[config.mk]
export PLATFORM = sky130hd
export DESIGN_NAME = regfile_write_arbiter
export DESIGN_NICKNAME = d
export VERILOG_FILES = /design/src/rtl/regfile_write_arbiter.sv
export SDC_FILE = /design/constraint.sdc
export NUM_CORES = 1
export LEC_CHECK = 0
export ABC_CLOCK_PERIOD_IN_PS = 3700
export CAP_MARGIN = 30
export CORE_MARGIN = 4
export CORE_UTILIZATION = 47
export CTS_CLUSTER_SIZE = 25
export DETAILED_ROUTE_END_ITERATION = 6
export GPL_TIMING_DRIVEN = 0
export PLACE_DENSITY = 0.87
export SLEW_MARGIN = 20
export SYNTH_ARGS = -nofsm -noshare
export SYNTH_HDL_FRONTEND = slang
export SYNTH_SLANG_ARGS = --single-unit
[constraint.sdc]
create_clock -name clk -period 3.7 [get_ports clk]
set_clock_uncertainty 0.2 [all_clocks]
set_input_delay 0.555 -clock clk [delete_from_list [all_inputs] [get_ports clk]]
set_output_delay 0.555 -clock clk [all_outputs]
set_load 0.05 [all_outputs]
[src/rtl/regfile_write_arbiter.sv]
`default_nettype none
// ============================================================================
// Module      : regfile_write_arbiter
// Description : Shares the single register-file write port between writeback
//               and the multi-cycle unit. Tracks reserved registers for decode
//               hazards and stalls the pipe when the secondary unit starves.
// Revision    : 1.0 - initial release
// ============================================================================
module regfile_write_arbiter #(
  parameter int MAX_WAIT = 4,
  parameter int CNT_W    = 4
) (
  input  logic        clk,
  input  logic        rst,
  input  logic [4:0]  wb_rd,
  input  logic [31:0] wb_val,
  input  logic        mdu_valid,
  input  logic [4:0]  mdu_rd,
  input  logic [31:0] mdu_val,
  output logic        mdu_ready,
  input  logic        rsv_valid,
  input  logic [4:0]  rsv_rd,
  input  logic [4:0]  q_rs,
  input  logic [4:0]  q_rt,
  output logic        hazard,
  output logic        pipe_stall,
  output logic        rsv_err,
  output logic [4:0]  reg_addr,
  output logic [31:0] reg_din,
  output logic        reg_we
);

  localparam logic [0:0]       c_st_run   = 1'b0;
  localparam logic [0:0]       c_st_stall = 1'b1;
  localparam logic [CNT_W-1:0] c_max_wait = CNT_W'(MAX_WAIT);
  localparam logic [CNT_W-1:0] c_cnt_one  = CNT_W'(1);

  logic [0:0]       r_state;
  logic [0:0]       w_state_nxt;
  logic [CNT_W-1:0] r_wait_cnt;
  logic [CNT_W-1:0] w_wait_cnt_nxt;
  logic [31:0]      r_busy;
  logic [31:0]      w_busy_nxt;
  logic             r_rsv_err;
  logic             w_rsv_err_nxt;
  logic             w_stall;
  logic             w_wb_req;
  logic             w_mdu_grant;
  logic             w_sel_we;
  logic [4:0]       w_addr;
  logic [31:0]      w_din;

  // ---------------------------------------------------------------------------
  // Stall state machine: state register
  // ---------------------------------------------------------------------------
  always_ff @(posedge clk or posedge rst) begin
    if (rst) begin
      r_state    <= c_st_run;
      r_wait_cnt <= '0;
    end else begin
      r_state    <= w_state_nxt;
      r_wait_cnt <= w_wait_cnt_nxt;
    end
  end

  // ---------------------------------------------------------------------------
  // Stall state machine: next state
  // ---------------------------------------------------------------------------
  always_comb begin
    w_state_nxt    = r_state;
    w_wait_cnt_nxt = r_wait_cnt;
    case (r_state)
      c_st_run: begin
        if (mdu_valid && !w_mdu_grant) begin
          w_wait_cnt_nxt = r_wait_cnt + c_cnt_one;
          if (w_wait_cnt_nxt == c_max_wait) begin
            w_state_nxt = c_st_stall;
          end
        end else begin
          w_wait_cnt_nxt = '0;
        end
      end
      c_st_stall: begin
        // Leave only once the starved result has actually been taken.
        if (w_mdu_grant) begin
          w_state_nxt    = c_st_run;
          w_wait_cnt_nxt = '0;
        end
      end
      default: begin
        w_state_nxt    = c_st_run;
        w_wait_cnt_nxt = '0;
      end
    endcase
  end

  // ---------------------------------------------------------------------------
  // Stall state machine: outputs
  // ---------------------------------------------------------------------------
  always_comb begin
    w_stall = (r_state == c_st_stall);
  end

  // ---------------------------------------------------------------------------
  // Write-port grant (zero latency)
  // ---------------------------------------------------------------------------
  always_comb begin
    // While stalled the WB stage will re-present its write, so it is ignored.
    w_wb_req    = !w_stall && (wb_rd != 5'd0);
    w_mdu_grant = mdu_valid && (w_stall || (wb_rd == 5'd0));
    w_sel_we    = 1'b0;
    w_addr      = 5'd0;
    w_din       = 32'd0;
    if (w_wb_req) begin
      w_sel_we = 1'b1;
      w_addr   = wb_rd;
      w_din    = wb_val;
    end else if (w_mdu_grant) begin
      w_sel_we = 1'b1;
      w_addr   = mdu_rd;
      w_din    = mdu_val;
    end
  end

  // ---------------------------------------------------------------------------
  // Busy scoreboard
  // ---------------------------------------------------------------------------
  always_comb begin
    w_busy_nxt    = r_busy;
    w_rsv_err_nxt = r_rsv_err;
    if (w_mdu_grant) begin
      w_busy_nxt[mdu_rd] = 1'b0;
    end
    // Reserve is applied after the clear so a same-cycle set wins.
    if (rsv_valid && (rsv_rd != 5'd0)) begin
      if (r_busy[rsv_rd]) begin
        w_rsv_err_nxt = 1'b1;
      end
      w_busy_nxt[rsv_rd] = 1'b1;
    end
    w_busy_nxt[0] = 1'b0;
  end

  always_ff @(posedge clk or posedge rst) begin
    if (rst) begin
      r_busy    <= '0;
      r_rsv_err <= 1'b0;
    end else begin
      r_busy    <= w_busy_nxt;
      r_rsv_err <= w_rsv_err_nxt;
    end
  end

  // ---------------------------------------------------------------------------
  // Outputs
  // ---------------------------------------------------------------------------
  assign mdu_ready  = w_mdu_grant;
  assign reg_addr   = w_addr;
  assign reg_din    = w_din;
  assign reg_we     = w_sel_we && !rst && (w_addr != 5'd0);
  assign hazard     = r_busy[q_rs] | r_busy[q_rt];
  assign pipe_stall = w_stall;
  assign rsv_err    = r_rsv_err;

endmodule
`default_nettype wire

==> qor.csv, run 1 <==
stage,metric,value,unit
run_status,status,finished clean,
cells_and_area,Final nets,599,
setup_path,CP arrival,2.90,ns
power_and_ir_drop,Comb power frac,48.3,%
synth,top cell type by total area after synthesis,dfrtp_1,
synth,Compound-Gate Fraction of Synth Area,15.49,%
floorplan,Core Rows,29,
synth,Mapped Cells,375,
clock_network,cts hold-fix bufs,0,
place,Post-DP HPWL,9250,um
timing,final count of hold timing violations,0,
power_and_ir_drop,NetSw,0.7461,mW
setup_path,critical path peak fanout,7,
synth,Synth Area in Adders,0.3891,%
global_routing,largest net degree at the start of global routing,39,
clock_network,buffer depth of the longest clock path,2,
routing,Routed Antenna Nets,0,
place,dpl cells,575,
cells_and_area,Layout Cells excl Fill,584,
cells_and_area,final instance area,4484,um^2
power_and_ir_drop,Seq pwr share,35.8,%
clock_network,"Reg clk slew, reported paths",0.08,ns
clock_network,CTS tree,built,
place,number of port buffers,123,
power_and_ir_drop,Internal,0.9987,mW
power_and_ir_drop,leakage power total,2.005,nW
clock_network,worst skew pair latency,0.30,ns
floorplan,die height,90.72,um
setup_path,critical path startpoint category,primary input,
clock_network,CTS root buf,clkbuf_8,
timing,Slew headroom,46.50,%
timing,actual slew at the worst max-slew pin,0.8014,ns
routing,initial DRC count,314,
synth,number of synthesized flops with an enable pin,0,
synth,"Primary FF master, synth",dfrtp_1,
global_routing,aggregate global-route resource usage,27.87,%
global_routing,wire length of the first global-routing pass,18370,um
power_and_ir_drop,Clock Power Share,15.9,%
global_routing,grt total ovfl,0,
place,dpl cell area,4543,um^2
timing,final setup vio count,0,
synth,share of the yosys chip area belonging to registers,28.79,%
routing,Via Count,3651,
timing,fin crit share,98.73,%
cells_and_area,proportion of layout cells with a drive suffix above 1,13.44,%
routing,Vias/cell,6.252,
cells_and_area,area grow syn2layout,39.46,%
synth,synthesized cell area,3216,um^2
synth,Netlist cell types,50,
global_routing,initial antenna violation count,1,
synth,post-synthesis mux area share,19.22,%
setup_path,Worst Path Required,2.94,ns
synth,Synthesized Nets,469,
synth,Synth top area share,28.79,%
synth,synth cell count leaders,"nand2_1 (75), nand3_1 (45), dfrtp_1 (37), clkbuf_1 (24), nand4_1 (19)",
timing,RSZ-0062 raised after global routing,false,
routing,DRC Markers,0,
synth,Synth area leaders,"dfrtp_1 (29%), mux4_2 (9.8%), nand2_1 (8.8%), nand3_1 (7.0%), mux2i_1 (5.0%)",
routing,wire per inst,19.60,um
power_and_ir_drop,Net Sw Frac,42.76,%
timing,"Slew Viols, Final",0,
clock_network,Max H-tree Level,2,
synth,simple-gate share of the synthesized area,28.33,%
floorplan,Initial Util,49.51,%
place,routability cong.,0.9529,
floorplan,Core Area,6495,um^2
synth,synthesis-stage register bit count,37,
routing,total routed wirelength,11450,um
routing,Pre-antenna DRT Iters,5,
timing,Final min period,3.653,ns
floorplan,Die Footprint,8229,um^2
hold_path,Hold Crit Class,reg2reg,
synth,synth warn,0,
timing,Setup TNS,0,ns
power_and_ir_drop,Worst VDD drop,0.0001728,V
timing,FMAX,273.8,MHz
synth,most common cell in the netlist,nand2_1,
setup_path,kind of end point of the critical path,output pin,
power_and_ir_drop,PwrDens,389.1,nW/um^2
setup_path,Crit Path Class,in2out,
run,max cap viols,0,
timing,Min Hold Slack,0.3381,ns
synth,Syn Area/Cell,8.575,um^2
synth,largest family of logic cells by synthesized area,simple AND/OR/NAND/NOR gates,
synth,Async SR Flop Fraction,100.0,%
clock_network,Inserted Clock Buffers,5,
global_routing,vias in the first global route,3757,
clock_network,Sink Count,37,
synth,Synth Area in XOR/XNOR,0.5447,%
floorplan,# IOs,135,
floorplan,die width,90.72,um
-- power groups by stage --
stage,Clock [mW],Sequential [mW],Combinational [mW]
2_1_floorplan,0,0.594,0.571
3_3_place_gp,0,0.613,0.859
3_5_place_dp,0,0.623,0.882
4_1_cts,0.278,0.616,0.855
5_1_grt,0.298,0.634,0.900
6_report,0.277,0.625,0.843
-- layout make-up --
type | count | area, um^2
clock inverters | 2 | 10.01
repair buffers | 123 | 1086
clock buffers | 6 | 72.57
well taps | 77 | 96.34
plain buffers | 38 | 173.9
inverters | 16 | 60.06
multi-input cells | 284 | 2057
flip-flops and latches | 37 | 925.9
diodes | 1 | 2.502
fillers | 520 | 2011
-- logic make-up after synthesis --
group                    after synthesis
adder cells (fa/ha/maj)                1
buffers and inverters                 54
XOR/XNOR                               2
AO/OA/AOI/OAI                         64
flip-flops                            37
multiplexers                          36
AND/OR/NAND/NOR                      181
-- placed cells by master, fill, tap and decap left out, types with 14 or more instances in the layout --
cell type and instances:
o2bb2ai_1 15, nand2_1 75, clkdlybuf4s50_1 85, clkbuf_2 32
clkbuf_1 24, nand3_1 45, mux2i_1 16, mux4_2 14
dfrtp_1 37, inv_1 15, nand4_1 19
-- final timing paths --
check | start | end | slack, ns | cells past startpoint
worst max-delay path | q_rs[3] | hazard | 0.05 | 6
worst min-delay path | r_wait_cnt[1]$_DFFE_PP0P_ | r_wait_cnt[1]$_DFFE_PP0P_ | 0.34 | 1
worst max register to register | pipe_stall$_DFF_PP0_ | r_busy[3]$_DFF_PP0_ | 1.59 | 6
worst min register to register | r_wait_cnt[1]$_DFFE_PP0P_ | r_wait_cnt[1]$_DFFE_PP0P_ | 0.34 | 1
max in group asynchronous | rst | r_busy[20]$_DFF_PP0_ | 2.26 | 2
min in group asynchronous | rst | r_busy[15]$_DFF_PP0_ | 0.53 | 2
-- per-stage QoR --
stage	worst slack [ns]	power, mW	utilization [%]
2_1_floorplan	0.5140	1.165	-
3_3_place_gp	-0.4331	1.472	69.95
3_5_place_dp	-0.3151	1.504	69.95
4_1_cts	0.00001976	1.749	70.72
5_1_grt	0.003595	1.833	69.04
6_report	0.04705	1.745	69.04
-- timing repair --
item	in CTS	in global routing
buffers inserted	0	0
pin swaps	0	0
endpoints found under the setup margin	35	35
resized for setup	44	59
-- per-layer routing --
layer | track usage, % | up-vias | share of wire, %
met2 | 50.77 | 197 | 52
met4 | 9.439 | 0 | 2.3
met3 | 9.417 | 26 | 10
met5 | 0 | - | 0
li1 | - | 1666 | -
met1 | 29.93 | 1762 | 36
-- registers in the layout, summed over array words and instances (netlist names) --
name        flops
r_busy         31
pipe_stall      1
r_wait_cnt      4
rsv_err         1
-- worst max-delay path, cell delays in order --
cell             delay (ns)
clkbuf_1               0.28
mux4_2                 0.54
mux2i_1                0.27
o32ai_1                0.12
or4_1                  0.41
clkdlybuf4s50_1        0.71
(Power assumes the default switching activity.)
==> run 2, diff against run 1 <==
--- a/config.mk
+++ b/config.mk
@@ -7,10 +7,10 @@
 export LEC_CHECK = 0
 export ABC_CLOCK_PERIOD_IN_PS = 3700
 export CAP_MARGIN = 30
-export CORE_MARGIN = 4
 export CORE_UTILIZATION = 47
 export CTS_CLUSTER_SIZE = 25
 export DETAILED_ROUTE_END_ITERATION = 6
+export GPL_ROUTABILITY_DRIVEN = 0
 export GPL_TIMING_DRIVEN = 0
 export PLACE_DENSITY = 0.87
 export SLEW_MARGIN = 20
==> run 2 against run 1 <==
Effect of this change:
- first-iteration DRC count fell by 17%
- the run now ends with DRC left
- clock power up 31%
- critical path depth up 1
- highest routed layer unchanged
- cell count fell by 0.17%
- core utilization rose by 1.1 points
- sequential cell count stayed put
- setup slack improved by 0.079 ns
- power up 4.7%
- sequential power barely moved
- design area increased by 0.98%
- largest power group unchanged
==> qor.csv, run 2 (synthesized netlist as in run 1, its figures left out) <==
stage,metric,value,unit,change
setup_path,critical path peak fanout,10,,was 7
setup_path,CP arrival,2.82,ns,was 2.90 ns
floorplan,die width,84.72,um,was 90.72 um
timing,actual slew at the worst max-slew pin,0.7859,ns,was 0.8014 ns
setup_path,R2R Path End,r_busy[27]$_DFF_PP0_,,was r_busy[3]$_DFF_PP0_
cells_and_area,proportion of layout cells with a drive suffix above 1,13.24,%,was 13.44%
cells_and_area,Layout Utilization,70.11,%,was 69.04%
routing,Routed Antenna Nets,0,,unchanged
power_and_ir_drop,PwrDens,403.5,nW/um^2,was 389.1 nW/um^2
timing,final count of hold timing violations,0,,unchanged
timing,Min Hold Slack,0.3292,ns,was 0.3381 ns
power_and_ir_drop,leakage power total,2.023,nW,was 2.005 nW
setup_path,worst r2r path cells,6,,unchanged
power_and_ir_drop,Total Power Consumption,1.827,mW,was 1.745 mW
cells_and_area,top flop regs,"r_busy x31, r_wait_cnt x4",,unchanged
cells_and_area,number of flip-flops in the largest register,31,,unchanged
cells_and_area,most frequent cells in the layout,"clkdlybuf4s50_1 (85), nand2_1 (75), nand3_1 (45), dfrtp_1 (37), clkbuf_2 (32)",,unchanged
global_routing,largest net degree at the start of global routing,39,,unchanged
routing,Pre-antenna DRT Iters,7,,was 5
clock_network,Inserted Clock Buffers,5,,unchanged
cells_and_area,Filler Cells Inserted,527,,was 520
setup_path,flop2flop setup slack,1.63,ns,was 1.59 ns
floorplan,# IOs,135,,unchanged
clock_network,post-CTS setup buffer count,0,,unchanged
place,Post-DP HPWL,8504,um,was 9250 um
cells_and_area,area grow syn2layout,40.82,%,was 39.46%
floorplan,Core Rows,29,,unchanged
global_routing,initial antenna violation count,0,,was 1
routing,routed wl met2,5626,um,was 5958 um
cells_and_area,Final nets,599,,unchanged
setup_path,crit path from,mdu_valid,,was q_rs[3]
cells_and_area,Ant. Diodes,0,,was 1
routing,wire per inst,18.55,um,was 19.60 um
routing,met1 wire length,4054,um,was 4073 um
floorplan,Core Area,6459,um^2,was 6495 um^2
hold_path,hold endpoint,r_wait_cnt[1]$_DFFE_PP0P_,,unchanged
timing,fin crit share,96.60,%,was 98.73%
floorplan,Initial Util,49.79,%,was 49.51%
power_and_ir_drop,Worst VDD drop,0.0002292,V,was 0.0001728 V
floorplan,Die Footprint,7177,um^2,was 8229 um^2
routing,Via Count,3603,,"was 3,651"
timing,final setup vio count,0,,unchanged
timing,"Slew Viols, Final",0,,unchanged
clock_network,Sink Count,37,,unchanged
timing,Slew headroom,47.53,%,was 46.50%
clock_network,buffer depth of the longest clock path,2,,unchanged
hold_path,Hold Crit Class,reg2reg,,unchanged
global_routing,vias in the first global route,3639,,"was 3,757"
routing,total routed wirelength,10810,um,"was 11,450 um"
setup_path,CP max stage cell,clkdlybuf4s15_1,,was clkdlybuf4s50_1
cells_and_area,largest reg by FF count,r_busy,,unchanged
routing,initial DRC count,262,,was 314
run_status,status,finished with violations,,was finished clean
cells_and_area,"most common cell after layout, fill and taps aside",clkdlybuf4s50_1,,unchanged
timing,Final min period,3.574,ns,was 3.653 ns
timing,FMAX,279.8,MHz,was 273.8 MHz
routing,met3 routed WL,895,um,was 1147 um
setup_path,critical path startpoint category,primary input,,unchanged
place,number of port buffers,123,,unchanged
setup_path,Crit Path Class,in2out,,unchanged
routing,DRC Markers,3,,was 0
hold_path,hold path startpoint,r_wait_cnt[1]$_DFFE_PP0P_,,unchanged
global_routing,grt total ovfl,0,,unchanged
setup_path,kind of end point of the critical path,output pin,,unchanged
run,max cap viols,0,,unchanged
global_routing,aggregate global-route resource usage,31.24,%,was 27.87%
clock_network,worst skew pair latency,0.29,ns,was 0.30 ns
global_routing,wire length of the first global-routing pass,17570,um,"was 18,370 um"
setup_path,Worst Path Required,2.94,ns,about the same
setup_path,Slowest Stage Delay on Critical Path,0.50,ns,was 0.71 ns
setup_path,crit-path cells,"clkdlybuf4s50_1, clkbuf_1, and3_1, a21oi_1, o2111a_1, a41oi_1, clkdlybuf4s15_1",,"was clkbuf_1, mux4_2, mux2i_1, o32ai_1, or4_1, clkdlybuf4s50_1"
timing,Setup TNS,0,ns,unchanged
clock_network,cts hold-fix bufs,0,,unchanged
place,dpl cell area,4543,um^2,unchanged
cells_and_area,final instance area,4528,um^2,was 4484 um^2
clock_network,CTS tree,built,,unchanged
run_status,violated checks,DRC,,
setup_path,FF-to-FF Start,pipe_stall$_DFF_PP0_,,unchanged
routing,Vias/cell,6.180,,was 6.252
clock_network,"Reg clk slew, reported paths",0.07,ns,was 0.08 ns
timing,RSZ-0062 raised after global routing,false,,unchanged
clock_network,CTS root buf,clkbuf_8,,unchanged
clock_network,Max H-tree Level,2,,unchanged
routing,DR top layer,met4,,unchanged
floorplan,die height,84.72,um,was 90.72 um
hold_path,WHS Path Cells,1,,unchanged
==> run 2: worst max path at each step <==
stage | to | cells past startpoint
floorplan | reg_we | 3
global placement | reg_we | 5
detailed placement | reg_din[25] | 8
CTS | reg_din[24] | 8
global route | reg_din[26] | 8
finish | reg_we | 7
==> run 2: area by class of cell <==
class / instances / area, um^2 / share of cell area (%)
Multi-Input combinational cell: 284 / 2057 / 45.43
Timing Repair Buffer: 123 / 1096 / 24.21
Sequential cell: 37 / 925.9 / 20.45
Buffer: 38 / 176.4 / 3.896
Tap cell: 77 / 96.34 / 2.128
Clock buffer: 7 / 86.33 / 1.907
Inverter: 16 / 60.06 / 1.326
Clock inverter: 1 / 30.03 / 0.6632
==> run 2: layer usage <==
metal,global-route usage (%),up-vias
li1,-,1669
met1,36.38,1703
met2,55.95,209
met3,7.473,22
met4,11.40,0
met5,0,-
==> run 2: timing repair <==
action | in CTS | in global routing
endpoints found under the setup margin | 35 | 36
pin swaps | 0 | 0
resized for setup | 44 | 60
==> run 2: worst max-delay path: cells and delay by family <==
family	cells	cell delay [ns]
AND/OR/NAND/NOR	1	0.24
AO/OA/AOI/OAI	3	0.89
buffers and inverters	3	1.12
==> run 2: report_power, final <==
group          switching, mW  total (mW)  internal [mW]
logic                  0.468       0.838          0.370
registers              0.126       0.625          0.500
clock network          0.144       0.364          0.220
total                  0.738        1.83           1.09
==> run 2: stage by stage <==
step           setup slack [ns]  std cells
2_1_floorplan            0.5140        375
3_3_place_gp            -0.4455        575
3_5_place_dp            -0.2892        575
4_1_cts               0.0003912        583
5_1_grt               0.0007896        583
6_report                 0.1260        583
